## src/rtl/fifo_stream_reader.sv

```systemverilog
// fifo_stream_reader: pops pixels from a show-ahead-free FIFO (data one cycle
// after r_en_o) into a 2-entry skid buffer and presents them as a valid/ready
// pixel stream with end-of-line / end-of-frame markers for one IMG_W x IMG_H frame.
// Optional feature: define FIFO_READER_STALL_CNT_EN to add stall_cnt_o, a
// saturating count of RUN cycles spent waiting on an empty FIFO.
//
// Stream handshake: a pixel transfers on every rising edge where
// m_valid_o & m_ready_i; while m_valid_o is high and m_ready_i is low, the
// word and its eol/eof flags are held unchanged until accepted.
module fifo_stream_reader #(
   parameter int DATA_WD = 16,
   parameter int IMG_W   = 640,
   parameter int IMG_H   = 480
) (
   input  logic               clk_i,
   input  logic               rst_i,
   input  logic               start_i,
   input  logic               empty_i,
   input  logic [DATA_WD-1:0] data_i,
   output logic               r_en_o,
   output logic [DATA_WD-1:0] m_data_o,
   output logic               m_valid_o,
   input  logic               m_ready_i,
   output logic               eol_o,
   output logic               eof_o,
   output logic               busy_o,
   output logic               done_o,
   output logic [1:0]         state_o
`ifdef FIFO_READER_STALL_CNT_EN
   ,
   output logic [15:0]        stall_cnt_o
`endif
);

   localparam int TOTAL = IMG_W * IMG_H;
   localparam int IW    = $clog2(TOTAL + 1);
   localparam int CW    = (IMG_W > 1) ? $clog2(IMG_W) : 1;
   localparam int RW    = (IMG_H > 1) ? $clog2(IMG_H) : 1;

   localparam logic [IW-1:0] TOTAL_C  = IW'(TOTAL);
   localparam logic [CW-1:0] LAST_COL = CW'(IMG_W - 1);
   localparam logic [RW-1:0] LAST_ROW = RW'(IMG_H - 1);

   typedef enum logic [1:0] {
      IDLE  = 2'd0,
      RUN   = 2'd1,
      DRAIN = 2'd2,
      DONE  = 2'd3
   } state_t;

   state_t             state;
   state_t             state_nxt;
   logic [IW-1:0]      issued;
   logic [CW-1:0]      col;
   logic [RW-1:0]      row;
   logic [1:0]         occ;
   logic               in_flight;
   logic [DATA_WD-1:0] head_word;
   logic [DATA_WD-1:0] tail_word;
   logic               start_acc;
   logic               pop;
   logic               cap;
   logic               ren;
   logic [2:0]         room;

   // Handshake terms and pop gating: a pop is allowed only if the buffer can
   // still absorb every word already requested, counting this cycle's transfer.
   always_comb begin
      start_acc = 1'b0;
      pop       = 1'b0;
      cap       = 1'b0;
      room      = 3'd0;
      ren       = 1'b0;
      start_acc = (state == IDLE) && start_i;
      pop       = (occ != 2'd0) && m_ready_i;
      cap       = in_flight;
      room      = {1'b0, occ} + {2'b00, in_flight} - {2'b00, pop};
      ren       = (state == RUN) && !empty_i && (issued < TOTAL_C) && (room < 3'd2);
   end

   // State register.
   always_ff @(posedge clk_i or posedge rst_i) begin
      if (rst_i) state <= IDLE;
      else       state <= state_nxt;
   end

   // Next-state logic: finish issuing, then wait for the buffer and the last read to clear.
   always_comb begin
      state_nxt = state;
      case (state)
         IDLE:    if (start_i) state_nxt = RUN;
         RUN:     if (issued == TOTAL_C) state_nxt = DRAIN;
         DRAIN:   if ((occ == 2'd0) && !in_flight) state_nxt = DONE;
         DONE:    state_nxt = IDLE;
         default: state_nxt = IDLE;
      endcase
   end

   // Pop-request counter for the current frame, plus the one-deep read-in-flight flag.
   always_ff @(posedge clk_i or posedge rst_i) begin
      if (rst_i) begin
         issued    <= '0;
         in_flight <= 1'b0;
      end else begin
         in_flight <= ren;
         if (start_acc)  issued <= '0;
         else if (ren)   issued <= issued + IW'(1);
      end
   end

   // Two-entry output buffer; head is the word on the stream. A capture and a
   // transfer in the same cycle keep the occupancy constant.
   always_ff @(posedge clk_i or posedge rst_i) begin
      if (rst_i) begin
         occ       <= 2'd0;
         head_word <= '0;
         tail_word <= '0;
      end else begin
         case ({cap, pop})
            2'b10: begin
               if (occ == 2'd0) head_word <= data_i;
               else             tail_word <= data_i;
               occ <= occ + 2'd1;
            end
            2'b01: begin
               head_word <= tail_word;
               occ       <= occ - 2'd1;
            end
            2'b11: begin
               if (occ == 2'd1) begin
                  head_word <= data_i;
               end else begin
                  head_word <= tail_word;
                  tail_word <= data_i;
               end
            end
            default: ;
         endcase
      end
   end

   // Column/row position of the head pixel, advanced on each stream transfer.
   always_ff @(posedge clk_i or posedge rst_i) begin
      if (rst_i) begin
         col <= '0;
         row <= '0;
      end else if (start_acc) begin
         col <= '0;
         row <= '0;
      end else if (pop) begin
         if (col == LAST_COL) begin
            col <= '0;
            row <= (row == LAST_ROW) ? '0 : row + RW'(1);
         end else begin
            col <= col + CW'(1);
         end
      end
   end

`ifdef FIFO_READER_STALL_CNT_EN
   logic [15:0] stall_cnt;

   // Saturating count of RUN cycles with the FIFO empty; restarts with each frame.
   always_ff @(posedge clk_i or posedge rst_i) begin
      if (rst_i)                                                    stall_cnt <= 16'd0;
      else if (start_acc)                                           stall_cnt <= 16'd0;
      else if ((state == RUN) && empty_i && (stall_cnt != 16'hFFFF)) stall_cnt <= stall_cnt + 16'd1;
   end

   assign stall_cnt_o = stall_cnt;
`endif

   assign r_en_o    = ren;
   assign m_valid_o = (occ != 2'd0);
   assign m_data_o  = head_word;
   assign eol_o     = m_valid_o && (col == LAST_COL);
   assign eof_o     = eol_o && (row == LAST_ROW);
   assign busy_o    = (state != IDLE);
   assign done_o    = (state == DONE);
   assign state_o   = state;

endmodule

```

## config.mk

```make
export PLATFORM = sky130hd
export DESIGN_NAME = fifo_stream_reader
export DESIGN_NICKNAME = d
export VERILOG_FILES = /design/src/rtl/fifo_stream_reader.sv
export SDC_FILE = /design/constraint.sdc
export NUM_CORES = 1
export LEC_CHECK = 0
export BUFFER_PORTS_ARGS = -buffer_cell sky130_fd_sc_hd__buf_2
export CAP_MARGIN = 20
export CORE_AREA = 4 4 105 107
export CTS_BUF_LIST = sky130_fd_sc_hd__clkbuf_8
export CTS_CLUSTER_DIAMETER = 50
export DETAILED_ROUTE_END_ITERATION = 12
export DIE_AREA = 0 0 109 111
export PLACE_DENSITY = 0.58
export REMOVE_ABC_BUFFERS = 1
export SYNTH_ARGS = -nofsm -noshare
export SYNTH_HDL_FRONTEND = slang
export SYNTH_SLANG_ARGS = --single-unit
```

## constraint.sdc

```tcl
create_clock -name clk_i -period 4.6 [get_ports clk_i]
set_clock_uncertainty 0.05 [all_clocks]
set_input_delay 0.46 -clock clk_i [delete_from_list [all_inputs] [get_ports clk_i]]
set_output_delay 0.46 -clock clk_i [all_outputs]
set_load 0.01 [all_outputs]
```

[After elaboration in Yosys (flattened, before gate mapping)]
Index checks and enable logic that the tools add are counted.
Operators by class
  order comparisons: 2
  $add $sub $neg: 7
  reduce and logical (&&, ||, !) cells: 24
  mux-type cells: 20
  eq/ne operators: 16
Operators by type and width (number)
  $mux 16: 4
  $pmux 16 s3: 1
  $mux 19: 2
  $mux 9: 4
  $pmux 16 s2: 1
  $mux 10: 3
  $add 19x1->19 const B: 1
  $eq 19x19->1 const B: 1
  $lt 19x19->1 const B: 1
  $reduce_bool 2->1: 7
  $add 10x1->10 const B: 1
  $eq 10x10->1 const B: 1
  $ne 2x2->1 const B: 5
  $add 9x1->9 const B: 1
  $eq 9x9->1 const B: 1
  $eq 2x2->1 const B: 4
  $logic_and 1x1->1: 8
  $pmux 2 s4: 1
  $eq 2x1->1 const B: 3
  $mux 2: 3
  $reduce_and 3->1: 2
  $logic_not 2->1: 2
  $pmux 2 s2: 1
  $reduce_and 2->1: 2
  other kinds (8): 9
Storage, ports and cells
  output and inout bits: 24
  input bits: 21
  flip-flop bits (word level): 75

[Depth between registers and ports, before layout]
  word-level depth: 7
  mapped depth: 13
  mapped depth without buffers: 12

[Worst setup path after synthesis]
OpenSTA, ideal clock, no wires.
  kind: reg-to-reg
  start: register occ[1]
  end: register issued[10]
  arrival time: 2.950 ns
  clock period less this slack: 3.132 ns
  setup time: 0.132 ns
  stages on the path, launching flop included: 14
  path slack: 1.468 ns
  path buffers: 1
  cells stage by stage: dfrtp_1 -> inv_1 -> ha_1 -> nor2b_1 -> buf_4 -> inv_4 -> ha_1 -> nand2b_1 -> fa_1 -> xnor2_1 -> nand4_4 -> nor4b_1 -> xnor2_1 -> nor2_1
Between the ends
  cells in the longest elaborated chain, start to end: 6
  elaborated cells on any way between the ends: 7
RTL lines
  start, declared: RTL line 56  | logic [1:0] occ;
  start signal, assigned: RTL line 123  | occ <= occ + 2'd1;
  start signal, assigned: RTL line 127  | occ <= occ - 2'd1;
  branches (longest 2 deep; another with $add 2x1->3)
  $sub 3x1->3 *: RTL line 77  | room = {1'b0, occ} + {2'b00, in_flight} - {2'b00, pop};
  $lt 3x2->1 *: RTL line 78  | ren = (state == RUN) && !empty_i && (issued < TOTAL_C) && (room < 3'd2);
  $logic_and 1x1->1 *: RTL line 78
  $reduce_bool 2->1 (no line) *
  end signal, assigned: RTL line 107  | else if (ren) issued <= issued + IW'(1);
  end, declared: RTL line 53  | logic [IW-1:0] issued;
Mark *: on every way between the ends.
A chain may end at the register's enable or synchronous reset.

[Worst setup path in the final report]
  start: register occ[1]
  end: output port r_en_o
Between the ends
  cells in the longest elaborated chain, start to end: 5
  elaborated cells on any way between the ends: 6
RTL lines
  branches (longest 2 deep; another with $add 2x1->3)
  $sub 3x1->3 *: RTL line 77
  $lt 3x2->1 *: RTL line 78
  $logic_and 1x1->1 *: RTL line 78
  end, declared: RTL line 20  | output logic r_en_o,
Marks and branches as above.

==> results by group <==
Synth
  – Commonest cells in the netlist: dfrtp_1 (75), nor2_1 (41), nand2_1 (37)
  – Post-Syn Instances: 370
  – Main synth FF type: dfrtp_1
  – Most instantiated library cell after synthesis: dfrtp_1
  – Yosys top cell area share: 48.48%
  – Avg Cell Area, Syn: 10.46 sq um
  – Synth cell types: 50
  – Post-synth EDFFs: 0
  – Synth area leaders: dfrtp_1 (48%), mux2_2 (5.2%), mux2i_1 (4.1%), xnor2_1 (4.1%), nor2_1 (4.0%)
  – Mapped cell area: 0.003871 sq mm
  – Post-synthesis sequential area ratio: 48.48%
  – Seq cells post-synth: 75
  – Area leader, netlist: dfrtp_1
  – Synth warn: 0
  – Asr flop ratio synth: 100.0%

STA
  – Final Hold Viols: 0
  – Relative slew slack: 30.29%
  – RSZ-0062 raised after global routing: false
  – Transition time of the tightest slew-check pin: 1.043 ns
  – Setup TNS: 0 ns
  – WHS: 0.1944 ns
  – Crit path time final: 3.684 ns
  – Fin. max-slew vios: 0
  – # setup viols final: 0
  – Highest clock rate: 271.5 MHz
  – Tcrit/Tclk final: 80.08%

Cells and area
  – Share of cells above drive strength 1: 23.64%
  – Fill count: 970
  – Final Cell Area: 0.004456 sq mm
  – Area Overhead vs Synth: 15.09%
  – N_diodes: 0
  – Net count, final: 452

Die
  – Ports: 45
  – Die X: 109 um
  – Die area: 0.01210 sq mm
  – Starting Density: 38.18%
  – DIE HEIGHT: 111 um
  – Row cnt: 37
  – Core area: 0.01014 sq mm

Run status
  – Status: completed

Worst setup path
  – Startpoint Class: register
  – Critical Path, Cell by Cell: inv_1 -> ha_1 -> nor2b_1 -> buf_4 -> inv_4 -> ha_1 -> nand2b_1 -> fa_1 -> xor2_1 -> nor3_2 -> buf_2
  – Buf/Inv on CP: 4
  – Worst r2r path cells: 13
  – CP Data Required Time: 4.09 ns
  – Slowest stage cell, crit path: dfrtp_1
  – Endpoint kind of the worst setup timing path: primary output
  – Arrival time at the worst endpoint: 3.17 ns
  – Slowest stage delay, CP: 0.47 ns
  – Critical Path Fanout Max: 9
  – Worst path depth: 11
  – CP most frequent cell: ha_1
  – CP delay by family, top: adder cells
  – Critical path class: register to primary output

Global route
  – Antenna violations before repair: 0
  – Largest net degree at the start of global routing: 41
  – Total global routing overflow: 0
  – First-pass GRT wire length: 13740 um
  – Total global-route track usage: 14.10%
  – Vias in the first global route: 2815

CTS
  – Clock Sinks: 75
  – Clock latency on the worst-skew pair: 0.35 ns
  – Setup bufs post-CTS: 0
  – Clock tree buffer depth: 2
  – Cts bufs inserted: 9
  – H-Tree Depth: 3
  – Clk slew on worst S/H paths: 0.09 ns
  – CTS tree: done
  – Root buffer cell: clkbuf_8
  – CTS Hold Bufs: 0
  – Cts repair resizes: 0

Flow run
  – Max-cap violation count: 0

Drt
  – DRT Pass-1 Iters: 4
  – DR vias/cell: 5.052
  – Initial DRC count: 131
  – Post-route ant nets: 0
  – Final wirelength: 7950 um
  – Total number of vias: 2824
  – Post-route DRC: 0
  – Per-cell routed wire length: 14.22 um

Power
  – Leakage: 2.038 nW
  – Worst vdd ir: 0.0002659 V
  – Total power: 0.002298 W
  – Power Density: 515.7 mW/mm^2

Placed design
  – Port Buffer Count: 44
  – Area of placed instances: 0.004242 sq mm
  – Final Wtd Congestion: 0.8594
  – Final HPWL DP: 5555 um

Min path
  – Hold crit path type: primary input to async pin
-- cell usage in the layout, fill, tap and decap left out, types with 3 or more instances in the layout --
cell type and instances:
and3_1 4, a21oi_1 10, a31oi_1 3, ha_1 12, nand2_1 37, nand4_1 8, o21ai_0 22, inv_1 9
dfrtp_1 75, clkbuf_8 9, nor4_1 6, nand2b_1 3, mux2_2 18, nor2_1 41, xnor2_1 18, mux2i_1 16
nor3_1 11, buf_4 5, buf_2 44, xor2_1 10, inv_8 3, nand3_1 15
-- state kept, by name (all words and copies together) (netlist names) --
| signal | cells |
|---|---|
| occ | 2 |
| tail_word | 16 |
| m_data_o | 16 |
| issued | 19 |
| state_o | 2 |
| cap | 1 |
| col | 10 |
| row | 9 |
-- worst paths after layout --
| kind | startpoint | end | slack (ns) |
|---|---|---|---|
| min | rst_i | issued[11] | 0.19 |
| max reg2reg | occ[1] | issued[15] | 1.11 |
| max | occ[1] | r_en_o | 0.92 |
| min reg2reg | m_data_o[14] | m_data_o[14] | 0.43 |
| min in group clk_i | data_i[5] | tail_word[5] | 0.30 |
| max in group asynchronous | rst_i | issued[3] | 3.27 |
-- per-layer routing --
metal,share of wire (%),track usage [%],vias up
met2,45,19.94,50
met4,1.1,4.545,0
met5,0,0,-
met1,48,20.43,1369
li1,-,-,1399
met3,5.7,4.310,6
-- area by class of cell --
type	count	area, sq um	share of cell area, %
Inverter	11	43.79	0.9829
Timing Repair Buffer	49	257.7	5.785
Multi-Input combinational cell	272	1893	42.49
Clock buffer	9	123.9	2.780
Tap cell	136	170.2	3.819
Sequential cell	75	1877	42.12
Clock inverter	7	90.09	2.022
-- worst register-to-register path: stages, from the launching register on --
cell	delay, ns
dfrtp_1	0.47
inv_1	0.09
ha_1	0.26
nor2b_1	0.16
buf_4	0.19
inv_4	0.07
ha_1	0.32
nand2b_1	0.17
fa_1	0.41
xnor2_1	0.32
nand3_1	0.28
nor2_1	0.26
a21oi_1	0.09
a31o_2	0.23
-- logic make-up (layout without fill, tap and decap cells) --
kind of cell	Yosys count	count (layout)	synth area share, %
DFF	75	75	48.48
and+or+nand+nor	151	151	21.82
xor gates and xnor gates	28	28	6.335
adders and majority gates	13	13	4.396
buffers and inverters	23	76	2.715
AOI/OAI and AO/OA	46	46	6.885
muxes	34	34	9.373
-- power breakdown --
part / total [W] / switching (W) / internal [W]
Sequential: 0.000993 / 0.000138 / 0.000856
Combinational: 0.000754 / 0.000405 / 0.000349
Clock: 0.000550 / 0.000283 / 0.000267
Total: 0.00230 / 0.000826 / 0.00147
-- metrics by stage --
| step | instances | worst slack, ns | util (%) |
|---|---|---|---|
| after floorplan | 358 | 1.221 | - |
| after global placement | 543 | 1.283 | 41.84 |
| after detailed placement | 543 | 1.093 | 41.84 |
| final | 559 | 0.9162 | 43.95 |
| after CTS | 559 | 0.8604 | 43.95 |
| after global routing | 559 | 0.6682 | 43.95 |
Power figures use the tool's default switching activity.
